**src/rtl/sync_fifo_flags_if.sv**
```systemverilog
// Producer/consumer bundle for sync_fifo_flags. The FIFO sits on the slave side.
interface sync_fifo_flags_if #(
  parameter int unsigned DATA_WIDTH = 8,
  parameter int unsigned ADDR_WIDTH = 5
);
  logic                  flush;
  logic                  wr_en;
  logic [DATA_WIDTH-1:0] din;
  logic                  rd_en;
  logic [DATA_WIDTH-1:0] dout;
  logic                  full;
  logic                  empty;
  logic                  almost_full;
  logic                  almost_empty;
  logic [ADDR_WIDTH:0]   count;
  logic                  overflow;
  logic                  underflow;

  modport master (
    output flush, wr_en, din, rd_en,
    input  dout, full, empty, almost_full, almost_empty, count, overflow, underflow
  );

  modport slave (
    input  flush, wr_en, din, rd_en,
    output dout, full, empty, almost_full, almost_empty, count, overflow, underflow
  );
endinterface

```
**src/rtl/sync_fifo_flags.sv**
```systemverilog
// Single-clock FIFO with exact occupancy count, full/empty, programmable
// almost-full/almost-empty, sticky overflow/underflow and synchronous flush.
// FWFT=0 registers dout on each accepted read; FWFT=1 presents the head word.
module sync_fifo_flags #(
  parameter int unsigned DATA_WIDTH    = 8,
  parameter int unsigned ADDR_WIDTH    = 5,
  parameter int unsigned FWFT          = 0,
  parameter int unsigned AFULL_THRESH  = 28,
  parameter int unsigned AEMPTY_THRESH = 4
) (
  input logic             clk,
  input logic             rst,
  sync_fifo_flags_if.slave bus
);
  localparam int unsigned Depth = 2 ** ADDR_WIDTH;
  localparam logic [ADDR_WIDTH:0] DepthCnt  = (ADDR_WIDTH + 1)'(Depth);
  localparam logic [ADDR_WIDTH:0] AfullCnt  = (ADDR_WIDTH + 1)'(AFULL_THRESH);
  localparam logic [ADDR_WIDTH:0] AemptyCnt = (ADDR_WIDTH + 1)'(AEMPTY_THRESH);

  // Out-of-range thresholds would give flags that never or always assert.
  if (AFULL_THRESH < 1 || AFULL_THRESH > Depth) begin : g_bad_afull
    $error("sync_fifo_flags: AFULL_THRESH out of range 1..DEPTH");
  end
  if (AEMPTY_THRESH > Depth - 1) begin : g_bad_aempty
    $error("sync_fifo_flags: AEMPTY_THRESH out of range 0..DEPTH-1");
  end

  logic [DATA_WIDTH-1:0] r_mem [Depth];
  logic [ADDR_WIDTH-1:0] r_wr_ptr;
  logic [ADDR_WIDTH-1:0] r_rd_ptr;
  logic [ADDR_WIDTH:0]   r_count;
  logic                  r_overflow;
  logic                  r_underflow;

  logic w_full;
  logic w_empty;
  logic w_wr_ok;
  logic w_rd_ok;

  // Flags come from the count register only; no path from wr_en/rd_en.
  assign w_full  = (r_count == DepthCnt);
  assign w_empty = (r_count == '0);
  assign w_wr_ok = bus.wr_en & ~w_full  & ~bus.flush;
  assign w_rd_ok = bus.rd_en & ~w_empty & ~bus.flush;

  assign bus.full         = w_full;
  assign bus.empty        = w_empty;
  assign bus.almost_full  = (r_count >= AfullCnt);
  assign bus.almost_empty = (r_count <= AemptyCnt);
  assign bus.count        = r_count;
  assign bus.overflow     = r_overflow;
  assign bus.underflow    = r_underflow;

  // Pointers, occupancy and sticky error flags.
  always_ff @(posedge clk or posedge rst) begin
    if (rst) begin
      r_wr_ptr    <= '0;
      r_rd_ptr    <= '0;
      r_count     <= '0;
      r_overflow  <= 1'b0;
      r_underflow <= 1'b0;
    end else if (bus.flush) begin
      r_wr_ptr    <= '0;
      r_rd_ptr    <= '0;
      r_count     <= '0;
      r_overflow  <= 1'b0;
      r_underflow <= 1'b0;
    end else begin
      if (w_wr_ok) r_wr_ptr <= r_wr_ptr + 1'b1;
      if (w_rd_ok) r_rd_ptr <= r_rd_ptr + 1'b1;
      if (w_wr_ok && !w_rd_ok) begin
        r_count <= r_count + 1'b1;
      end else if (w_rd_ok && !w_wr_ok) begin
        r_count <= r_count - 1'b1;
      end
      if (bus.wr_en && w_full)  r_overflow  <= 1'b1;
      if (bus.rd_en && w_empty) r_underflow <= 1'b1;
    end
  end

  // Storage array; contents deliberately survive reset and flush.
  always_ff @(posedge clk) begin
    if (w_wr_ok) r_mem[r_wr_ptr] <= bus.din;
  end

  if (FWFT != 0) begin : g_fwft
    assign bus.dout = r_mem[r_rd_ptr];
  end else begin : g_std
    logic [DATA_WIDTH-1:0] r_dout;

    // Registered read port: holds its value unless a read is accepted.
    always_ff @(posedge clk or posedge rst) begin
      if (rst) begin
        r_dout <= '0;
      end else if (w_rd_ok) begin
        r_dout <= r_mem[r_rd_ptr];
      end
    end

    assign bus.dout = r_dout;
  end
endmodule

```
**src/flat_wrapper.sv**
```systemverilog
// flat-port wrapper written by rule: the top's interface ports become plain ports
module sync_fifo_flags_flat 
#(
  parameter int unsigned DATA_WIDTH    = 8,
  parameter int unsigned ADDR_WIDTH    = 5,
  parameter int unsigned FWFT          = 0,
  parameter int unsigned AFULL_THRESH  = 28,
  parameter int unsigned AEMPTY_THRESH = 4
)
  (clk, rst, bus_flush, bus_wr_en, bus_din, bus_rd_en, bus_dout, bus_full, bus_empty, bus_almost_full, bus_almost_empty, bus_count, bus_overflow, bus_underflow);
  sync_fifo_flags_if #(.DATA_WIDTH(DATA_WIDTH), .ADDR_WIDTH(ADDR_WIDTH)) bus_i ();
  input logic clk;
  input logic rst;
  input wire logic [$bits(bus_i.flush)-1:0] bus_flush;
  input wire logic [$bits(bus_i.wr_en)-1:0] bus_wr_en;
  input wire logic [$bits(bus_i.din)-1:0] bus_din;
  input wire logic [$bits(bus_i.rd_en)-1:0] bus_rd_en;
  output wire logic [$bits(bus_i.dout)-1:0] bus_dout;
  output wire logic [$bits(bus_i.full)-1:0] bus_full;
  output wire logic [$bits(bus_i.empty)-1:0] bus_empty;
  output wire logic [$bits(bus_i.almost_full)-1:0] bus_almost_full;
  output wire logic [$bits(bus_i.almost_empty)-1:0] bus_almost_empty;
  output wire logic [$bits(bus_i.count)-1:0] bus_count;
  output wire logic [$bits(bus_i.overflow)-1:0] bus_overflow;
  output wire logic [$bits(bus_i.underflow)-1:0] bus_underflow;
  assign bus_i.flush = bus_flush;
  assign bus_i.wr_en = bus_wr_en;
  assign bus_i.din = bus_din;
  assign bus_i.rd_en = bus_rd_en;
  assign bus_dout = bus_i.dout;
  assign bus_full = bus_i.full;
  assign bus_empty = bus_i.empty;
  assign bus_almost_full = bus_i.almost_full;
  assign bus_almost_empty = bus_i.almost_empty;
  assign bus_count = bus_i.count;
  assign bus_overflow = bus_i.overflow;
  assign bus_underflow = bus_i.underflow;
  sync_fifo_flags #(.DATA_WIDTH(DATA_WIDTH), .ADDR_WIDTH(ADDR_WIDTH), .FWFT(FWFT), .AFULL_THRESH(AFULL_THRESH), .AEMPTY_THRESH(AEMPTY_THRESH)) u_core (.clk(clk), .rst(rst), .bus(bus_i));
endmodule
```
**config.mk**
```make
export PLATFORM = sky130hd
export DESIGN_NAME = sync_fifo_flags_flat
export DESIGN_NICKNAME = d
export VERILOG_FILES = /design/src/rtl/sync_fifo_flags_if.sv /design/src/rtl/sync_fifo_flags.sv /design/src/flat_wrapper.sv
export SDC_FILE = /design/constraint.sdc
export NUM_CORES = 1
export LEC_CHECK = 0
export BUFFER_PORTS_ARGS = -buffer_cell sky130_fd_sc_hd__buf_2
export CORE_MARGIN = 1
export CORE_UTILIZATION = 40
export CTS_BUF_LIST = sky130_fd_sc_hd__clkbuf_4 sky130_fd_sc_hd__clkbuf_8
export DETAILED_ROUTE_END_ITERATION = 10
export GPL_ROUTABILITY_DRIVEN = 0
export SETUP_SLACK_MARGIN = 0.02
export SYNTH_ARGS = -nofsm -noshare
export SYNTH_HDL_FRONTEND = slang
export SYNTH_SLANG_ARGS = --single-unit
```
**constraint.sdc**
```tcl
create_clock -name clk -period 5.29 [get_ports clk]
set_input_delay 0.529 -clock clk [delete_from_list [all_inputs] [get_ports clk]]
set_output_delay 0.529 -clock clk [all_outputs]
set_load 0.05 [all_outputs]
```
### Word level (Yosys, flattened, before mapping)

Memory sizes are Yosys's and may differ from the RTL's. A register that Yosys moved wholly into a read port is not among the register bits.
Index checks and enable logic that the tools add are counted.

| operators by class | value |
|---|---|
| $add $sub $neg | 4 |
| magnitude comparators | 2 |
| equality and inequality tests | 1 |
| muxes and demuxes | 13 |
| bitwise operators | 7 |
| reduce and logical (&&, ||, !) cells | 12 |

Operators with widths:

| operator | number |
|---|---|
| $mux 5 | 4 |
| $mux 6 | 3 |
| $add 5x1->5 const B | 2 |
| $reduce_bool 2->1 | 4 |
| $add 6x1->6 const B | 1 |
| $eq 6x6->1 const B | 1 |
| $ge 6x5->1 const B | 1 |
| $le 6x3->1 const B | 1 |
| $logic_not 6->1 | 1 |
| $mux 1 | 6 |
| $sub 6x1->6 const B | 1 |
| $and 1x1->1 | 4 |
| $logic_and 1x1->1 | 4 |
| $not 1->1 | 3 |
| $reduce_bool 3->1 | 1 |
| $logic_not 1->1 | 2 |

| word-level totals | value |
|---|---|
| bits in registers | 18 |
| memory bits (writable) | 256 |
| input port bits | 13 |
| logic and storage cells | 45 |
| memories kept | 1 |

Memory list:

| memory | depth | bits a word | read ports | clocked after memory_dff | wr ports | line | text |
|---|---|---|---|---|---|---|---|
| u_core.r_mem | 32 | 8 | 1 | 1 | 1 | sync_fifo_flags.sv:28 | `logic [DATA_WIDTH-1:0] r_mem [Depth];` |

### Depth between registers and ports, before layout

Gate-level depths: netlist (run 1).

| depth | value |
|---|---|
| depth in word-level cells | 9 |
| depth in mapped cells | 12 |

### Worst setup path before layout (run 1)

OpenSTA, ideal clock, no wires.

| path | value |
|---|---|
| kind | reg-to-output |
| start | reg u_core.r_count[0], in the netlist u_core.bus.count[0] |
| end | out bus_full |
| arrival | 2.702 ns |
| data required time | 4.761 ns |
| slack | 2.059 ns |
| stages on the path, launching flop included | 4 |
| cells stage by stage | dfrtp_1 > or3_1 > buf_6 > nor4_1 |

| on the way | value |
|---|---|
| cells in the longest elaborated chain, start to end | 1 |

Ends and longest elaborated chain:

| item | line | text |
|---|---|---|
| start, declared | sync_fifo_flags.sv:31 | `logic [ADDR_WIDTH:0] r_count;` |
| start signal, assigned | sync_fifo_flags.sv:72 | `r_count <= r_count + 1'b1;` |
| start signal, assigned | sync_fifo_flags.sv:74 | `r_count <= r_count - 1'b1;` |
| $eq 6x6->1 | sync_fifo_flags.sv:41 | `assign w_full = (r_count == DepthCnt);` |
| end, declared | flat_wrapper.sv:19 | `output wire logic [$bits(bus_i.full)-1:0] bus_full;` |

Every way passes these cells.

### Worst setup path after layout (run 1)

| path | value |
|---|---|
| start | reg u_core.r_count[0], in the netlist u_core.bus.count[0] |
| end | reg u_core.r_count[5], in the netlist u_core.bus.count[5] |

| on the way | value |
|---|---|
| cells in the longest elaborated chain, start to end | 8 |
| elaborated cells on any way between the ends | 18 |

Ends and longest elaborated chain:

| item |
|---|
| parallel branches: the longest is 8 deep, another holds $sub 6x1->6 |

Parallel ways; which one is timed is not known. The select of a mux whose other input is x is not followed.
A chain may end at the register's enable or synchronous reset.

==> impl_metrics.yaml, run 1 <==
power_and_ir_drop:
  swShare: 0.3079
  p_int_mw: 3.974
  pwr-share-clk: 0.301
  seq_power_share: 0.460
  p_sw_mw: 1.768
  p_comb_frac: 0.238
  ir_worst_vdd_uv: 157.2
  p_per_area_nw_per_um2: 450.8
  leakagePower_nw: 4.106
yosys:
  synth_cell_types: 52
  synthArstFlopShare: 0.09220
  syn_nets: 648
  avgSynthCellArea_um2: 18.33
  synth_edf_count: 256
  netlist.area_leader.share: 0.6712
  synth_top_area_cell: "edfxtp_1"
  netlist_top_cells_area: "edfxtp_1 (67%), mux4_2 (10%), dfrtp_1 (5.7%), mux2i_1 (3.5%), nor2_1 (1.8%)"
  synth-seq-cells: 282
  synth_seq_area_share: 0.7280
  syn_inst: 625
  netlist_area_um2: 11450
  synth_ff_type: "edfxtp_1"
  yosysWarnings: 0
timing:
  period_minus_slack_ns: 3.272
  fmax_ghz: 0.3056
  fin_crit_sh: 0.6185
  setup_tns_ns: 0
  setup_viol: 0
  tightest_slew_ns: 1.017
  hold_violations: 0
  rsz0062_at_grt: "false"
  final_max_slew_viol_count: 0
  fin_skew_ns: 0.02305
  relSlewSlack: 0.3214
  postLayoutSetupSlackWorst_ns: 2.018
critical_path:
  cp_max_fo: 8
  worst-path-buf-inv: 0
  cp-start-kind: "flip-flop"
  path_class: "reg -> reg"
  required_ns: 5.72
  endpoint_kind: "flip-flop"
  slowest_delay_ns: 0.53
  critPathArrivalTime_ns: 3.70
  cp_top_family: "compound AO/OA/AOI/OAI gates"
  critPathSlowestCell: "or3_1"
  crit_chain: "or3_1 > o41ai_2 > nor2_1 > nand2_1 > ha_1 > a211oi_1 > o21bai_1 > a21oi_1 > mux2i_1 > mux2_1"
routing:
  wl_um: 23910
  drc_errors: 0
  drtIter0Drc: 433
  vias_per_cell: 5.360
  drtAntennaViolNets: 0
  wire_per_inst_um: 22.08
  dr_total_vias: 5805
  firstDrtPassIters: 5
cells_and_area:
  drive_gt1_frac: 0.2383
  layout_commonest_cell: "edfxtp_1"
  area.sequential_um2: 8343
  fillCellCount: 2419
  layout_common_cells: "edfxtp_1 (256), nor2_1 (56), mux4_2 (52), clkbuf_8 (46), mux2i_1 (40)"
  area_growth_pct: 11.21
  finalNonFillerCells: 1083
  multi_input_area_um2: 2874
  final_nets: 696
  diodes: 0
clock_tree:
  ctsRootBufferMaster: "clkbuf_8"
  cts_tree: "done"
  clkLatencyLatePin_ns: 0.55
  post_cts_buffers: 0
  postCtsResizedCells: 0
  postCtsHoldBufs: 0
  cts.clk_slew.worst_paths_ns: 0.07
  htree_levels: 2
  cts_buffers: 44
  clk_path_buf_depth: 3
  clock_sinks: 282
global_route:
  antenna_found_initial: 0
  grt_overflow: 0
  grt_max_degree: 40
  grt_pass1_wl_um: 36300
  grt_use_total: 0.1700
  grt_pass1_vias: 5955
die:
  die_x_um: 171.2
  io_pins: 33
  die_h_um: 171.2
  core_um2: 28010
  initial_core_util: 0.4089
  rows: 61
  die_area_um2: 29310
run:
  cap_violations: 0
placed_design:
  place_inst: 1005
  io_buffers: 32
  place_worst_setup_slack_ns: 2.034
  dp_hpwl_um: 14660
outcome:
  status: "completed"
worst_hold_path:
  hp-class: "in -> async"
[layout make-up]
| cell class | instances | area share |
|---|---|---|
| Inverter | 7 | 0.002063 |
| Multi-Input combinational cell | 301 | 0.2256 |
| Sequential cell | 282 | 0.6550 |
| Timing Repair Buffer | 37 | 0.01552 |
| Clock inverter | 16 | 0.005501 |
| Clock buffer | 62 | 0.05914 |
| Tap cell | 378 | 0.03713 |
[power groups by stage]
stage | combinational (mW) | sequential [mW] | clock, mW
5_1_grt | 1.47 | 2.67 | 1.87
2_1_floorplan | 0.982 | 2.78 | 0
6_report | 1.37 | 2.64 | 1.73
3_3_place_gp | 1.36 | 2.69 | 0
4_1_cts | 1.38 | 2.65 | 1.77
3_5_place_dp | 1.38 | 2.70 | 0
[through the flow]
stage | utilization | hold slack [ns] | cell area (um^2) | power (mW)
detailed placement | 0.4253 | 0.4860 | 11910 | 4.076
finish | 0.4547 | 0.2172 | 12740 | 5.742
global placement | 0.4253 | 0.4885 | 11910 | 4.053
floorplan | - | 0.5534 | 11450 | 3.761
CTS | 0.4547 | 0.2286 | 12740 | 5.804
global route | 0.4547 | 0.2738 | 12740 | 6.001
[synth_stat cells, types with 6 or more instances]
master / n
a21oi_1: 12
buf_2: 7
buf_6: 6
nor2_1: 56
edfxtp_1: 256
o21ai_0: 14
nand2_1: 20
mux4_2: 52
dfrtp_1: 26
ha_1: 9
nand2b_1: 7
mux2i_1: 40
inv_1: 7
xor2_1: 6
o22ai_1: 10
clkbuf_1: 13
[sequential cells by signal, summed over array words and instances (netlist names)]
name                  flops
u_core.bus.count          6
u_core.bus.dout           8
u_core.bus.overflow       1
u_core.bus.underflow      1
u_core.r_mem            256
u_core.r_rd_ptr           5
u_core.r_wr_ptr           5
[worst paths after layout]
check	slack [ns]	start	cells after the start	endpoint
worst max register to register	2.02	u_core.bus.count[0]$_DFFE_PP0P_	10	u_core.bus.count[5]$_DFFE_PP0P_
max in group asynchronous	4.33	rst	2	u_core.r_rd_ptr[0]$_DFFE_PP0P_
worst min register to register	0.50	u_core.bus.underflow$_DFFE_PP0P_	2	u_core.bus.underflow$_DFFE_PP0P_
worst max-delay path	2.02	u_core.bus.count[0]$_DFFE_PP0P_	10	u_core.bus.count[5]$_DFFE_PP0P_
worst min-delay path	0.22	rst	2	u_core.bus.overflow$_DFFE_PP0P_
min in group clk	0.28	bus_wr_en	3	u_core.bus.overflow$_DFFE_PP0P_
[metal layers]
metal,share of wire,routed length (um),vias up,global-route usage
li1,-,-,2600,-
met1,0.45,10650,2990,0.2336
met2,0.48,11450,175,0.2732
met3,0.054,1293,40,0.03405
met4,0.021,513,0,0.05318
met5,0,0,-,0
[cell families after synthesis]
family                     share of synthesized area
adders and majority gates                    0.01158
DFF                                           0.7280
muxes                                         0.1382
xor gates and xnor gates                     0.01005
buffers and inverters                        0.02108
and+or+nand+nor                              0.04566
AOI/OAI and AO/OA                            0.04544
No activity file was read; power rests on OpenSTA's default activity.
==> run 2, diff against run 1 <==
==> constraint.sdc (replaced) <==
create_clock -name clk -period 3.2 [get_ports clk]
set_input_delay 0.32 -clock clk [delete_from_list [all_inputs] [get_ports clk]]
set_output_delay 0.32 -clock clk [all_outputs]
set_load 0.05 [all_outputs]
==> impl_metrics.yaml, run 2 (synthesized netlist as in run 1, its figures left out) <==
cells_and_area:
  drive_gt1_frac: 0.2518
  final_nets: 703
  top_register: "u_core.r_mem"
  area_growth_pct: 12.75
  diodes: 0
  finalNonFillerCells: 1089
  layout_common_cells: "edfxtp_1 (256), nor2_1 (56), mux4_2 (52), clkbuf_8 (46), mux2i_1 (40)"
  largest_reg_flops: 256
  layout_commonest_cell: "edfxtp_1"
timing:
  final_max_slew_viol_count: 0
  period_minus_slack_ns: 3.012
  setup_viol: 0
  relSlewSlack: 0.3142
  postLayoutSetupSlackWorst_ns: 0.1883
  fin_skew_ns: 0.01597
  setup_tns_ns: 0
  tightest_slew_ns: 1.027
  fin_crit_sh: 0.9412
  rsz0062_at_grt: "false"
  hold_violations: 0
  fmax_ghz: 0.3320
critical_path:
  cp-start-kind: "flip-flop"
  cp_max_fo: 6
  required_ns: 3.61
  endpoint_kind: "flip-flop"
  critPathArrivalTime_ns: 3.42
  path_class: "reg -> reg"
power_and_ir_drop:
  p_per_area_nw_per_um2: 763.1
  leakagePower_nw: 4.188
  ir_worst_vdd_uv: 303.0
placed_design:
  place_worst_setup_slack_ns: 0.06914
  place_inst: 1011
  io_buffers: 32
  dp_hpwl_um: 14880
global_route:
  grt_overflow: 0
  grt_use_total: 0.1698
  grt_pass1_wl_um: 35950
  grt_max_degree: 39
  antenna_found_initial: 0
  grt_pass1_vias: 5983
clock_tree:
  cts_buffers: 45
  cts.clk_slew.worst_paths_ns: 0.06
  htree_levels: 2
  clk_path_buf_depth: 3
  cts_tree: "done"
  clock_sinks: 282
  ctsRootBufferMaster: "clkbuf_8"
  clkLatencyLatePin_ns: 0.55
die:
  io_pins: 33
  die_area_um2: 29310
  rows: 61
  core_um2: 28010
  die_h_um: 171.2
  initial_core_util: 0.4089
  die_x_um: 171.2
routing:
  wire_per_inst_um: 22.27
  drtAntennaViolNets: 0
  drc_errors: 0
  wl_um: 24250
  vias_per_cell: 5.431
  firstDrtPassIters: 5
  dr_total_vias: 5914
  drtIter0Drc: 654
run:
  cap_violations: 0
worst_hold_path:
  hp-class: "in -> async"
outcome:
  status: "completed"
## run 2: cell count changes in the layout (fill, tap and decap cells not counted), sizes merged
cell	previous run	this run
buf	37	43
bufinv	0	3
clkinv	15	12
## run 2: cell type report
| class | count | area [um^2] |
|---|---|---|
| timing repair buffer | 43 | 280.3 |
| inverter | 7 | 26.28 |
| clock buffer | 62 | 753.2 |
| multi-input combinational | 301 | 2888 |
| tap | 378 | 473.0 |
| fill | 2369 | 15100 |
| clock inverter | 16 | 150.1 |
| sequential | 282 | 8343 |
## run 2: worst paths after layout
path / startpoint / slack, ns / endpoint / cells after the start
worst max-delay path: u_core.bus.count[1]$_DFFE_PP0P_ / 0.19 / u_core.bus.count[5]$_DFFE_PP0P_ / 10
worst min-delay path: rst / 0.03 / u_core.bus.dout[0]$_DFFE_PP0P_ / 2
worst max register to register: u_core.bus.count[1]$_DFFE_PP0P_ / 0.19 / u_core.bus.count[5]$_DFFE_PP0P_ / 10
worst min register to register: u_core.bus.dout[7]$_DFFE_PP0P_ / 0.48 / u_core.bus.dout[7]$_DFFE_PP0P_ / 2
max in group asynchronous: rst / 2.43 / u_core.r_rd_ptr[0]$_DFFE_PP0P_ / 2
min in group clk: bus_rd_en / 0.11 / u_core.bus.underflow$_DFFE_PP0P_ / 3
## run 2: through the flow
step           instance area, um^2  hold slack (ns)  power (mW)  utilization
2_1_floorplan                11450           0.3600       6.218            -
3_3_place_gp                 12000           0.4734       6.770       0.4283
3_5_place_dp                 12000           0.4771       6.834       0.4283
4_1_cts                      12900          0.03559       9.953       0.4605
5_1_grt                      12910          0.08918       10.28       0.4610
6_report                     12910          0.02584       9.855       0.4610
## run 2: layer usage
layer	vias up	track usage	part of all wire
li1	2617	-	-
met1	3031	0.2301	0.43
met2	219	0.2725	0.48
met3	47	0.03221	0.064
met4	0	0.06444	0.026
met5	-	0	0
## run 2: repair_timing
action / CTS / global route
hold buffers: 0 / 0
setup buffers: 0 / 0
endpoints found under the setup margin: 0 / 1
resized for setup: 0 / 2
## run 2: critical path, cell delays in order (launching register included)
cell	delay, ns
dfrtp_1	0.45
or3_1	0.46
o41ai_4	0.27
nor2_1	0.16
nand2_2	0.15
ha_1	0.26
a211oi_1	0.27
o21bai_1	0.11
a21oi_1	0.18
mux2i_1	0.23
mux2_1	0.34
## run 2: power by group
| group | total, mW | internal (mW) | leakage (nW) | switching [mW] |
|---|---|---|---|---|
| clock | 3.10 | 1.76 | 0.482 | 1.34 |
| sequential | 4.31 | 4.15 | 2.64 | 0.164 |
| combinational | 2.44 | 0.979 | 1.06 | 1.46 |
| total | 9.85 | 6.89 | 4.19 | 2.97 |
==> run 3, diff against run 2 <==
--- a/config.mk
+++ b/config.mk
@@ -9,8 +9,11 @@
 export CORE_MARGIN = 1
 export CORE_UTILIZATION = 40
 export CTS_BUF_LIST = sky130_fd_sc_hd__clkbuf_4 sky130_fd_sc_hd__clkbuf_8
+export CTS_CLUSTER_SIZE = 28
 export DETAILED_ROUTE_END_ITERATION = 10
 export GPL_ROUTABILITY_DRIVEN = 0
+export GPL_TIMING_DRIVEN = 0
+export HOLD_SLACK_MARGIN = 0.06
 export SETUP_SLACK_MARGIN = 0.02
 export SYNTH_ARGS = -nofsm -noshare
 export SYNTH_HDL_FRONTEND = slang
==> impl_metrics.yaml, run 3 (synthesized netlist as in run 1, its figures left out) <==
clock_tree:
  ctsRootBufferMaster: "clkbuf_8"
  cts.clk_slew.worst_paths_ns: 0.06
  cts_buffers: 46
  clkLatencyLatePin_ns: 0.55
  cts_tree: "done"
  clock_sinks: 282
  clk_path_buf_depth: 3
  htree_levels: 2
die:
  die_area_um2: 29310
  die_h_um: 171.2
  initial_core_util: 0.4089
  rows: 61
  core_um2: 28010
  die_x_um: 171.2
  io_pins: 33
critical_path:
  critPathArrivalTime_ns: 3.46
  r2r_end: "u_core.bus.count[5]$_DFFE_PP0P_"
  crit_chain: "or3_1 > buf_6 > o41ai_4 > nor2_4 > nand2_4 > ha_1 > a211oi_1 > o21bai_1 > a21oi_2 > mux2i_1 > mux2_1"
  cp_max_fo: 6
  r2r_cells: 11
  slowest_delay_ns: 0.43
  path_class: "reg -> reg"
  endpoint_kind: "flip-flop"
  reg2reg_from: "u_core.bus.count[0]$_DFFE_PP0P_"
  cp-start-kind: "flip-flop"
  required_ns: 3.63
  ff2ff_setup_slack_ns: 0.17
  critPathSlowestCell: "dfrtp_2"
timing:
  fmax_ghz: 0.3296
  relSlewSlack: 0.3137
  postLayoutSetupSlackWorst_ns: 0.1660
  period_minus_slack_ns: 3.034
  final_max_slew_viol_count: 0
  setup_viol: 0
  tightest_slew_ns: 1.028
  fin_crit_sh: 0.9481
  setup_tns_ns: 0
  fin_skew_ns: 0.01588
  hold_violations: 0
  rsz0062_at_grt: "false"
cells_and_area:
  fin_area_um2: 13120
  postLayoutCoreUtil: 0.4685
  layout_common_cells: "edfxtp_1 (256), nor2_1 (55), clkbuf_8 (53), mux4_2 (52), mux2i_1 (40)"
  top_register: "u_core.r_mem"
  layout_commonest_cell: "edfxtp_1"
  diodes: 0
  largest_reg_flops: 256
  final_nets: 737
  area_growth_pct: 14.57
  drive_gt1_frac: 0.2654
placed_design:
  io_buffers: 32
  dp_hpwl_um: 16370
  place_area_um2: 12090
  place_worst_setup_slack_ns: -0.01836
routing:
  wl_met2_um: 11980
  wire_per_inst_um: 22.40
  route.met3.wl_um: 1419
  firstDrtPassIters: 5
  drtIter0Drc: 529
  drc_errors: 0
  dr_total_vias: 6093
  wl_met1_um: 11070
  wl_um: 25180
  vias_per_cell: 5.421
  highest_layer: "met4"
  drtAntennaViolNets: 0
worst_hold_path:
  hold_end: "u_core.bus.overflow$_DFFE_PP0P_"
  holdPathStages: 3
  min-delay-start: "bus_wr_en"
  hp-class: "in -> reg"
global_route:
  antenna_found_initial: 0
  grt_overflow: 0
  grt_use_total: 0.1789
  grt_max_degree: 33
  grt_pass1_vias: 6224
  grt_pass1_wl_um: 37920
outcome:
  status: "completed"
power_and_ir_drop:
  ir_worst_vdd_uv: 310.4
  leakagePower_nw: 4.312
  p_per_area_nw_per_um2: 762.3
  power_mw: 10.00
run:
  cap_violations: 0
==> run 3: cell types whose count changed in the layout (fill, tap and decap cells not counted), moves of 3 or more <==
cell and delta:
buf_1 +4, buf_12 -3, buf_2 +7, buf_6 +6, clkbuf_1 +13, clkbuf_4 +3, clkbuf_8 +7, clkinv_2 -4
==> run 3: what timing repair did <==
item / CTS / global route
hold buffers: 2 / 0
setup buffers: 0 / 7
setup endpoints to repair: 1 / 1
pin swaps: 0 / 2
resized for setup: 2 / 6
endpoints found under the hold margin: 27 / 0
==> run 3: per-stage QoR <==
stage	std cells	hold slack [ns]
floorplan	625	0.3600
CTS	1117	0.07491
global placement	1035	0.4764
finish	1124	0.1004
detailed placement	1035	0.4759
global route	1124	0.09909
==> run 3: final cells by class <==
cell class,instances,area (um^2)
plain buffers,35,215.2
clock buffers,71,858.3
clock inverters,9,72.57
fillers,2375,14890
inverters,7,26.28
multi-input cells,301,2904
flip-flops and latches,282,8341
well taps,378,473.0
repair buffers,41,232.7
==> run 3: how the worst max path moves through the flow <==
stage,from,end,slack (ns),cells after the start
detailed placement,u_core.bus.count[0]$_DFFE_PP0P_,u_core.bus.count[5]$_DFFE_PP0P_,-0.02,11
CTS,u_core.bus.count[0]$_DFFE_PP0P_,u_core.bus.count[5]$_DFFE_PP0P_,0.07,11
global route,u_core.bus.count[0]$_DFFE_PP0P_,u_core.bus.count[5]$_DFFE_PP0P_,0.03,11
floorplan,u_core.bus.count[0]$_DFFE_PP0P_,u_core.bus.count[5]$_DFFE_PP0P_,0.08,11
global placement,u_core.bus.count[0]$_DFFE_PP0P_,u_core.bus.count[5]$_DFFE_PP0P_,0.02,11
finish,u_core.bus.count[0]$_DFFE_PP0P_,u_core.bus.count[5]$_DFFE_PP0P_,0.17,11
==> run 3: power by group <==
part / switching [mW] / internal, mW / leakage, nW
logic: 1.56 / 1.05 / 1.18
registers: 0.109 / 4.15 / 2.64
clock network: 1.36 / 1.78 / 0.493
==> run 3: worst max-delay path, delay by kind of cell, from the launching register on <==
family | cells | cell delay (ns)
buf+inv | 1 | 0.15
flops | 1 | 0.43
simple gates | 3 | 0.59
compound gates | 4 | 0.93
fa+ha+maj | 1 | 0.24
mux | 2 | 0.56
==> run 3: metal layers <==
metal	global-route usage	vias to the layer above
met5	0	-
met1	0.2437	3167
met3	0.03636	54
met4	0.06716	0
met2	0.2842	193
li1	-	2679
